==> src/rtl/p_hardisc.sv <==
// Shared AHB-Lite constants and request bundle for the core bus arbiter.
// Exports HTRANS codes, master indices and the ahb_areq address-phase struct.
package p_hardisc;

  localparam logic [1:0] HTRANS_IDLE   = 2'b00;
  localparam logic [1:0] HTRANS_NONSEQ = 2'b10;

  localparam int MST_LSU   = 0;
  localparam int MST_FETCH = 1;

  typedef struct packed {
    logic [31:0] addr;
    logic        write;
    logic [2:0]  size;
  } ahb_areq;

endpackage

==> src/rtl/ahb_arb_pend.sv <==
// Per-master pending address-phase register for the AHB arbiter.
// Ports: clk_i/rst_i, cap_i (store req_i), clr_i (drop), valid_o, req_o.
module ahb_arb_pend
  import p_hardisc::*;
(
  input  logic    clk_i,
  input  logic    rst_i,
  input  logic    cap_i,
  input  logic    clr_i,
  input  ahb_areq req_i,
  output logic    valid_o,
  output ahb_areq req_o
);

  logic    v_q, v_d;
  ahb_areq r_q, r_d;

  always_comb begin
    v_d = v_q;
    r_d = r_q;
    if (clr_i) begin
      v_d = 1'b0;
    end
    if (cap_i) begin
      v_d = 1'b1;
      r_d = req_i;
    end
  end

  always_ff @(posedge clk_i) begin
    if (rst_i) begin
      v_q <= 1'b0;
      r_q <= '0;
    end else begin
      v_q <= v_d;
      r_q <= r_d;
    end
  end

  assign valid_o = v_q;
  assign req_o   = r_q;

endmodule

==> src/rtl/ahb_arbiter.sv <==
// Two-to-one AHB-Lite arbiter: LSU (0) and fetch (1) share one manager port.
// Ports: s_*_i[2]/s_*_o[2] per-master side, s_h*_o/s_h*_i manager side,
// s_dp_owner_o one-hot data-phase owner. Single transfers only.
module ahb_arbiter
  import p_hardisc::*;
#(
  parameter int ARB_RR     = 0,
  parameter int STARVE_MAX = 8
) (
  input  logic        s_clk_i,
  input  logic        s_rst_i,
  input  logic [31:0] s_haddr_i  [2],
  input  logic [1:0]  s_htrans_i [2],
  input  logic        s_hwrite_i [2],
  input  logic [2:0]  s_hsize_i  [2],
  input  logic [31:0] s_hwdata_i [2],
  output logic        s_hready_o [2],
  output logic [31:0] s_hrdata_o [2],
  output logic        s_hresp_o  [2],
  output logic [31:0] s_haddr_o,
  output logic [1:0]  s_htrans_o,
  output logic        s_hwrite_o,
  output logic [2:0]  s_hsize_o,
  output logic [31:0] s_hwdata_o,
  output logic [2:0]  s_hburst_o,
  output logic [3:0]  s_hprot_o,
  output logic        s_hmastlock_o,
  input  logic        s_hready_i,
  input  logic        s_hresp_i,
  input  logic [31:0] s_hrdata_i,
  output logic [1:0]  s_dp_owner_o
);

  localparam int SW = $clog2(STARVE_MAX + 1);
  localparam logic [SW-1:0] STARVE_LIM = SW'(STARVE_MAX);

  logic [1:0]    live, cand, gnt, cap, pend_v;
  logic [1:0]    dp_own_q, dp_own_d;
  logic          rr_last_q, rr_last_d;
  logic [SW-1:0] starve_q, starve_d;
  logic          pick_fetch;
  ahb_areq       live_req [2];
  ahb_areq       pend_req [2];
  ahb_areq       win_req, bus_req;
  ahb_areq       last_q, last_d;
  logic          unused_htrans;

  assign unused_htrans = s_htrans_i[0][0] ^ s_htrans_i[1][0];

  // A master with an owned data phase follows the bus; a master
  // holding a pending entry is stalled until that entry issues.
  always_comb begin
    for (int m = 0; m < 2; m++) begin
      s_hready_o[m] = dp_own_q[m] ? s_hready_i : ~pend_v[m];
      s_hrdata_o[m] = s_hrdata_i;
      s_hresp_o[m]  = dp_own_q[m] & s_hresp_i;
    end
  end

  always_comb begin
    for (int m = 0; m < 2; m++) begin
      live[m]     = s_htrans_i[m][1] & s_hready_o[m];
      live_req[m] = '{addr:  s_haddr_i[m],
                      write: s_hwrite_i[m],
                      size:  s_hsize_i[m]};
    end
    cand = pend_v | live;
  end

  // rr_last_q = 1 means fetch won last, so LSU is favoured next.
  assign pick_fetch = (ARB_RR != 0) ? ~rr_last_q
                                    : (starve_q == STARVE_LIM);

  always_comb begin
    gnt = 2'b00;
    if (s_hready_i && !s_rst_i) begin
      unique case (cand)
        2'b01:   gnt = 2'b01;
        2'b10:   gnt = 2'b10;
        2'b11:   gnt = pick_fetch ? 2'b10 : 2'b01;
        default: gnt = 2'b00;
      endcase
    end
  end

  // Any accepted address phase that did not win is parked,
  // including one accepted while the bus is stalled.
  assign cap = live & ~gnt;

  for (genvar m = 0; m < 2; m++) begin : g_pend
    ahb_arb_pend u_pend (
      .clk_i   (s_clk_i),
      .rst_i   (s_rst_i),
      .cap_i   (cap[m]),
      .clr_i   (gnt[m]),
      .req_i   (live_req[m]),
      .valid_o (pend_v[m]),
      .req_o   (pend_req[m])
    );
  end

  always_comb begin
    if (gnt[MST_FETCH]) begin
      win_req = pend_v[MST_FETCH] ? pend_req[MST_FETCH]
                                  : live_req[MST_FETCH];
    end else begin
      win_req = pend_v[MST_LSU] ? pend_req[MST_LSU]
                                : live_req[MST_LSU];
    end
  end

  // Without a grant the address bus keeps the last issued phase.
  assign bus_req = (|gnt) ? win_req : last_q;

  assign s_haddr_o     = bus_req.addr;
  assign s_hwrite_o    = bus_req.write;
  assign s_hsize_o     = bus_req.size;
  assign s_htrans_o    = (|gnt) ? HTRANS_NONSEQ : HTRANS_IDLE;
  assign s_hburst_o    = 3'b000;
  assign s_hprot_o     = 4'b0000;
  assign s_hmastlock_o = 1'b0;
  assign s_dp_owner_o  = dp_own_q;

  always_comb begin
    unique case (1'b1)
      dp_own_q[MST_LSU]:   s_hwdata_o = s_hwdata_i[MST_LSU];
      dp_own_q[MST_FETCH]: s_hwdata_o = s_hwdata_i[MST_FETCH];
      default:             s_hwdata_o = '0;
    endcase
  end

  always_comb begin
    dp_own_d  = s_hready_i ? gnt : dp_own_q;
    last_d    = (|gnt) ? win_req : last_q;
    rr_last_d = rr_last_q;
    if (gnt[MST_FETCH]) begin
      rr_last_d = 1'b1;
    end else if (gnt[MST_LSU]) begin
      rr_last_d = 1'b0;
    end
    starve_d = starve_q;
    if (gnt[MST_FETCH]) begin
      starve_d = '0;
    end else if (s_hready_i && cand[MST_FETCH]
                 && starve_q != STARVE_LIM) begin
      starve_d = starve_q + 1'b1;
    end
  end

  always_ff @(posedge s_clk_i) begin
    if (s_rst_i) begin
      dp_own_q  <= 2'b00;
      rr_last_q <= 1'b1;
      starve_q  <= '0;
      last_q    <= '0;
    end else begin
      dp_own_q  <= dp_own_d;
      rr_last_q <= rr_last_d;
      starve_q  <= starve_d;
      last_q    <= last_d;
    end
  end

endmodule

==> config.mk <==
export PLATFORM = sky130hd
export DESIGN_NAME = ahb_arbiter
export DESIGN_NICKNAME = d
export VERILOG_FILES = /design/src/rtl/p_hardisc.sv /design/src/rtl/ahb_arb_pend.sv /design/src/rtl/ahb_arbiter.sv
export SDC_FILE = /design/constraint.sdc
export NUM_CORES = 1
export LEC_CHECK = 0
export BUFFER_PORTS_ARGS = -buffer_cell sky130_fd_sc_hd__buf_2
export CAP_MARGIN = 20
export CORE_ASPECT_RATIO = 0.5
export CORE_MARGIN = 8
export CORE_UTILIZATION = 50
export CTS_BUF_LIST = sky130_fd_sc_hd__clkbuf_4 sky130_fd_sc_hd__clkbuf_8
export DETAILED_ROUTE_END_ITERATION = 10
export HOLD_SLACK_MARGIN = 0.08
export MAX_ROUTING_LAYER = met4
export PLACE_DENSITY = 0.84
export SYNTH_ARGS = -nofsm -noshare
export SYNTH_HDL_FRONTEND = slang
export SYNTH_HIERARCHICAL = 1
export SYNTH_SLANG_ARGS = --single-unit
==> constraint.sdc <==
create_clock -name s_clk_i -period 2.59 [get_ports s_clk_i]
set_input_delay 0.518 -clock s_clk_i [delete_from_list [all_inputs] [get_ports s_clk_i]]
set_output_delay 0.518 -clock s_clk_i [all_outputs]
set_load 0.01 [all_outputs]
After elaboration in Yosys (flattened, before gate mapping)
Cells that the tools add are included.
W data, S select, Z words.
{"block": "totals", "ff_bits": 116}
{"block": "classes", "n_addsub": 1, "eq_ne": 5, "bitwise_logic": 9, "mux": 15, "reduce_logical": 8}
{"op": "$mux W36", "count": 4}
{"op": "$pmux W32 S2", "count": 1}
{"op": "$mux W1", "count": 6}
{"op": "$mux W2", "count": 3}
{"op": "$pmux W2 S3", "count": 1}
{"op": "$add A4 B1 Y4 const B", "count": 1}
{"op": "$and A1 B1 Y1", "count": 4}
{"op": "$eq A2 B2 Y1 const B", "count": 2}
{"op": "$eq A4 B4 Y1 const B", "count": 1}
{"op": "$ne A4 B4 Y1 const B", "count": 1}
{"op": "$reduce_bool A2 Y1", "count": 2}
{"op": "$reduce_or A2 Y1", "count": 2}
{"op": "$logic_and A1 B1 Y1", "count": 3}
{"op": "$and A2 B2 Y2", "count": 1}
{"op": "$eq A2 B1 Y1 const B", "count": 1}
{"op": "$not A1 Y1", "count": 2}
{"op": "$not A2 Y2", "count": 1}
{"op": "$or A2 B2 Y2", "count": 1}
{"op": "$logic_not A1 Y1", "count": 1}

Longest topological paths before layout
{"block": "depth", "word_depth": 10, "depth_mapped": 11, "ltp_nobuf": 7}

Cells and area by module
The synthesis kept the hierarchy.
{"module": "ahb_arbiter", "instances": 1, "cells_each": 543, "seq_area_each_um2": 840.8, "area_each_um2": 4904.7}
{"module": "ahb_arb_pend", "instances": 2, "cells_each": 120, "seq_area_each_um2": 740.7, "area_each_um2": 1341.3}

Worst setup path before layout
OpenSTA, ideal clock, no wires.
{"block": "synth_path", "path_kind": "input-to-output", "startpoint": "input s_hready_i", "endpoint": "output s_haddr_o[10]", "required_ps": 2072, "arrival_ps": 1711, "path_buffers": 2, "path_slack_ps": 361, "stages": 6, "path_cell_list": "nand2b_1 -> a21o_1 -> buf_4 -> buf_4 -> a2111oi_2 -> a221oi_1"}
{"block": "synth_via", "elab_chain_cells": 8}
{"item": "from (decl)", "line_no": "ahb_arbiter.sv:28", "source": "input logic s_hready_i,"}
{"item": "$mux W1", "line_no": "ahb_arbiter.sv:54", "source": "s_hready_o[m] = dp_own_q[m] ? s_hready_i : ~pend_v[m];"}
{"item": "$and A1 B1 Y1", "line_no": "ahb_arbiter.sv:62", "source": "live[m] = s_htrans_i[m][1] & s_hready_o[m];"}
{"item": "$or A2 B2 Y2", "line_no": "ahb_arbiter.sv:67", "source": "cand = pend_v | live;"}
{"item": "$eq A2 B2 Y1 or $eq A2 B1 Y1 (tied branches)", "line_no": "ahb_arbiter.sv:77", "source": "unique case (cand)"}
{"item": "$pmux W2 S3", "line_no": "ahb_arbiter.sv:77"}
{"item": "$mux W2 *", "line_no": "ahb_arbiter.sv:76", "source": "if (s_hready_i && !s_rst_i) begin"}
{"item": "$mux W36 or $reduce_or A2 Y1 (tied branches)", "line_no": "ahb_arbiter.sv:103, ahb_arbiter.sv:113"}
{"item": "$mux W36 *"}
{"item": "to (decl)", "line_no": "ahb_arbiter.sv:20", "source": "output logic [31:0] s_haddr_o,"}
Every way passes the cells marked *; elsewhere a longest branch is shown, timed or not.

Worst setup path after layout
{"block": "layout_path", "startpoint": "register g_pend[0].u_pend.v_q", "endpoint": "output s_haddr_o[20]"}
{"block": "layout_via", "elab_chain_cells": 9}
{"item": "from (decl)", "line_no": "ahb_arb_pend.sv:15", "source": "logic v_q, v_d;"}
{"item": "from (signal assigned)", "line_no": "ahb_arb_pend.sv:35", "source": "v_q <= v_d;"}
{"item": "$not A1 Y1", "line_no": "ahb_arbiter.sv:54"}
{"item": "$mux W1", "line_no": "ahb_arbiter.sv:54"}
{"item": "$and A1 B1 Y1", "line_no": "ahb_arbiter.sv:62"}
{"item": "$or A2 B2 Y2", "line_no": "ahb_arbiter.sv:67"}
{"item": "$eq A2 B2 Y1 or $eq A2 B1 Y1 (tied branches)", "line_no": "ahb_arbiter.sv:77"}
{"item": "$pmux W2 S3", "line_no": "ahb_arbiter.sv:77"}
{"item": "$mux W2", "line_no": "ahb_arbiter.sv:76"}
{"item": "$mux W36 or $reduce_or A2 Y1 (tied branches)", "line_no": "ahb_arbiter.sv:103, ahb_arbiter.sv:113"}
{"item": "$mux W36 *"}
Marked as above.

==> flow_summary.yaml <==
logic_synthesis:
  synthSimpleGateAreaFrac_pct: 7.07
  synth_area_um2: 7590
  synth_seq_area_share_pct: 30.6
  ys_types: 42
  async_flop_share_pct: 0
  synth_top_family_by_area: "compound AO/OA/AOI/OAI gates"
  synth_warnings: 6
  synth_top_flop_cell: "dfxtp_1"
  synth-compound-area-share_pct: 25.9
  synth_edf_count: 0
  synth_xor_area_share_pct: 0.346
  synth.area.mux_share_pct: 19.7
  synth_adder_area_share_pct: 0.330
  avgSynthCellArea_um2: 9.69
  synth_seq_cells: 116
  syn_inst: 783
global_routing:
  grt_pass1_wl_mm: 41.4
  grt_usage_pct: 27.4
  overflow: 0
  grt_pass1_vias: 7471
  antenna_found_initial: 4
  grt_max_degree: 73
sta:
  report.final.hold_viol_count: 0
  finalCritPeriodShare_pct: 108
  tightest_slew_ns: 0.930
  rsz0062_at_grt: "true"
  finalHoldWorstSlack_ns: 0.311
  tns_ns: -1.85
  finClkSkew_ns: 0.00975
  fin_crit_ns: 2.81
  fin_ws_ns: -0.217
  max-slew-margin-rel_pct: 37.7
  fmax_mhz: 356
  finalSetupViolCount: 35
  maxSlewViolCount: 0
routing:
  route.detailed.drc: 0
  via_per_inst: 6.83
  first_iter_violations: 1008
  wl_per_cell_um: 29.0
  vias: 8097
  wl_mm: 34.4
  antenna_left: 0
  drtPass1Iterations: 8
worst_setup_path:
  end_kind: "primary output"
  worstPathRequired_ns: 2.07
  worstSetupStartpointType: "register"
  crit_type: "reg -> out"
  cp.arrival_ns: 2.29
  reg2reg_slack_ns: 0.07
  cp_max_fo: 22
clocking:
  clk_pin_slew_ns: 0.08
  cts_tree: "done"
  clock_path_buffers: 2
  cts_sinks: 116
  cts_inserted_buffers: 17
  htree_levels: 4
  cts-root-buf: "clkbuf_8"
  ctsHoldBuffers: 0
  clk_latency_ns: 0.46
worst_hold_path:
  min_path_type: "in -> reg"
placed_design:
  gp_congestion: 0.905
  postPlaceCellArea_um2: 8540
  hpwl_mm: 18.3
  port_buffers: 216
cells_and_area:
  design_area_um2: 10300
  areaGrowthSynthToFinish_pct: 35.8
  final_layout_size_suffix_gt1_share_pct: 51.2
  mostFrequentLayoutCell: "buf_2"
  layout_common_cells: "214 x buf_2, 110 x dfxtp_1, 105 x mux2i_1, 74 x nor2_1, 65 x buf_4"
  nNetsFinal: 1149
outcome:
  outcome: "complete, but fails checks"
  violations: "negative setup slack"
die:
  die_h_um: 103
  pin_count: 324
  die_w_um: 190
  num_rows: 31
  start_util_pct: 51.7
  die-area_um2: 19600
  coreArea_um2: 14700
power:
  powerDensity_nw_per_um2: 549
  worst_ir_drop_vdd_uv: 345
  power.total_w: 0.00565
  p_leak_nw: 4.16
run:
  max-cap-violations: 0
==> registers in the layout, summed over array words and instances (netlist names) <==
name	count
g_pend.u_pend/valid_o	2
last_q	36
s_dp_owner_o	2
starve_q	4
g_pend.u_pend/req_o	72
==> cells by family (layout without fill, tap and decap cells) <==
family | count (synthesis) | in the layout
xor+xnor | 3 | 3
flops | 116 | 116
mux | 145 | 145
fa+ha+maj | 2 | 2
compound gates | 191 | 192
other cells | 1 | 13
simple gates | 129 | 129
buf+inv | 196 | 388
==> worst max-delay path: stages, from the launching register on <==
cell and delay (ns):
dfxtp_4 0.42, buf_12 0.25, mux2_4 0.35, a2111oi_4 0.56
a221oi_2 0.08, buf_2 0.18
==> power breakdown <==
part           switching (W)  internal, W  leakage [nW]  total [W]
registers          0.0000905      0.00192         0.956    0.00201
clock network       0.000892     0.000888         0.188    0.00178
logic                0.00106     0.000801          3.01    0.00186
==> cell type report <==
class	instances	area, um2
Timing Repair Buffer	311	2100
Clock buffer	18	248
Clock inverter	14	155
Inverter	45	169
Multi-Input combinational cell	480	5030
Tap cell	198	248
Sequential cell	116	2330
Fill cell	883	4360
Antenna cell	4	10.0
==> layer usage <==
| metal | track usage [%] | vias up | routed length [um] |
|---|---|---|---|
| met5 | - | - | 0 |
| met4 | 13.7 | 0 | 2490 |
| met3 | 6.45 | 271 | 4440 |
| met2 | 47.2 | 804 | 15700 |
| met1 | 30.1 | 3811 | 11800 |
| li1 | - | 3211 | - |
==> path summary, 6_finish.rpt <==
path,start,end,cells after the start
setup reg to reg,starve_q[1]$_SDFFE_PP0P_,last_q[5]$_SDFF_PP0_,7
hold / removal,s_haddr_i[4],g_pend[1].u_pend/req_o[8]$_SDFFE_PP0P_,3
hold reg to reg,g_pend[1].u_pend/req_o[18]$_SDFFE_PP0P_,g_pend[1].u_pend/req_o[18]$_SDFFE_PP0P_,2
setup / recovery,g_pend[0].u_pend/valid_o$_SDFFE_PP0P_,s_haddr_o[20],5
==> cells in the mapped netlist, drive strengths merged (21+ instances only) <==
cell     count  share of area (%)
a22o        32                3.7
clkbuf      21                1.1
mux2i      109                 14
buf        130                 13
dfxtp      116                 31
inv         45                2.2
a211oi      37                3.7
nand2       37                1.8
mux2        36                5.3
a2111oi     72                 13
nor2        74                3.7
a221oi      36                4.2
==> metrics by stage <==
step                cells  utilization, %  setup slack, ns
floorplan             791               -            0.361
global placement     1119            58.3           -0.102
detailed placement   1119            58.3           -0.139
CTS                  1164            66.2          -0.0431
global route         1186            70.3           -0.270
finish               1186            70.3           -0.217
==> what timing repair did <==
action | CTS | global route
resized for setup | 84 | 69
pin swaps | 11 | 21
endpoints found under the setup margin | 36 | 37
gates cloned | 1 | 8
buffers inserted | 14 | 11
No activity file was read; power rests on OpenSTA's default activity.
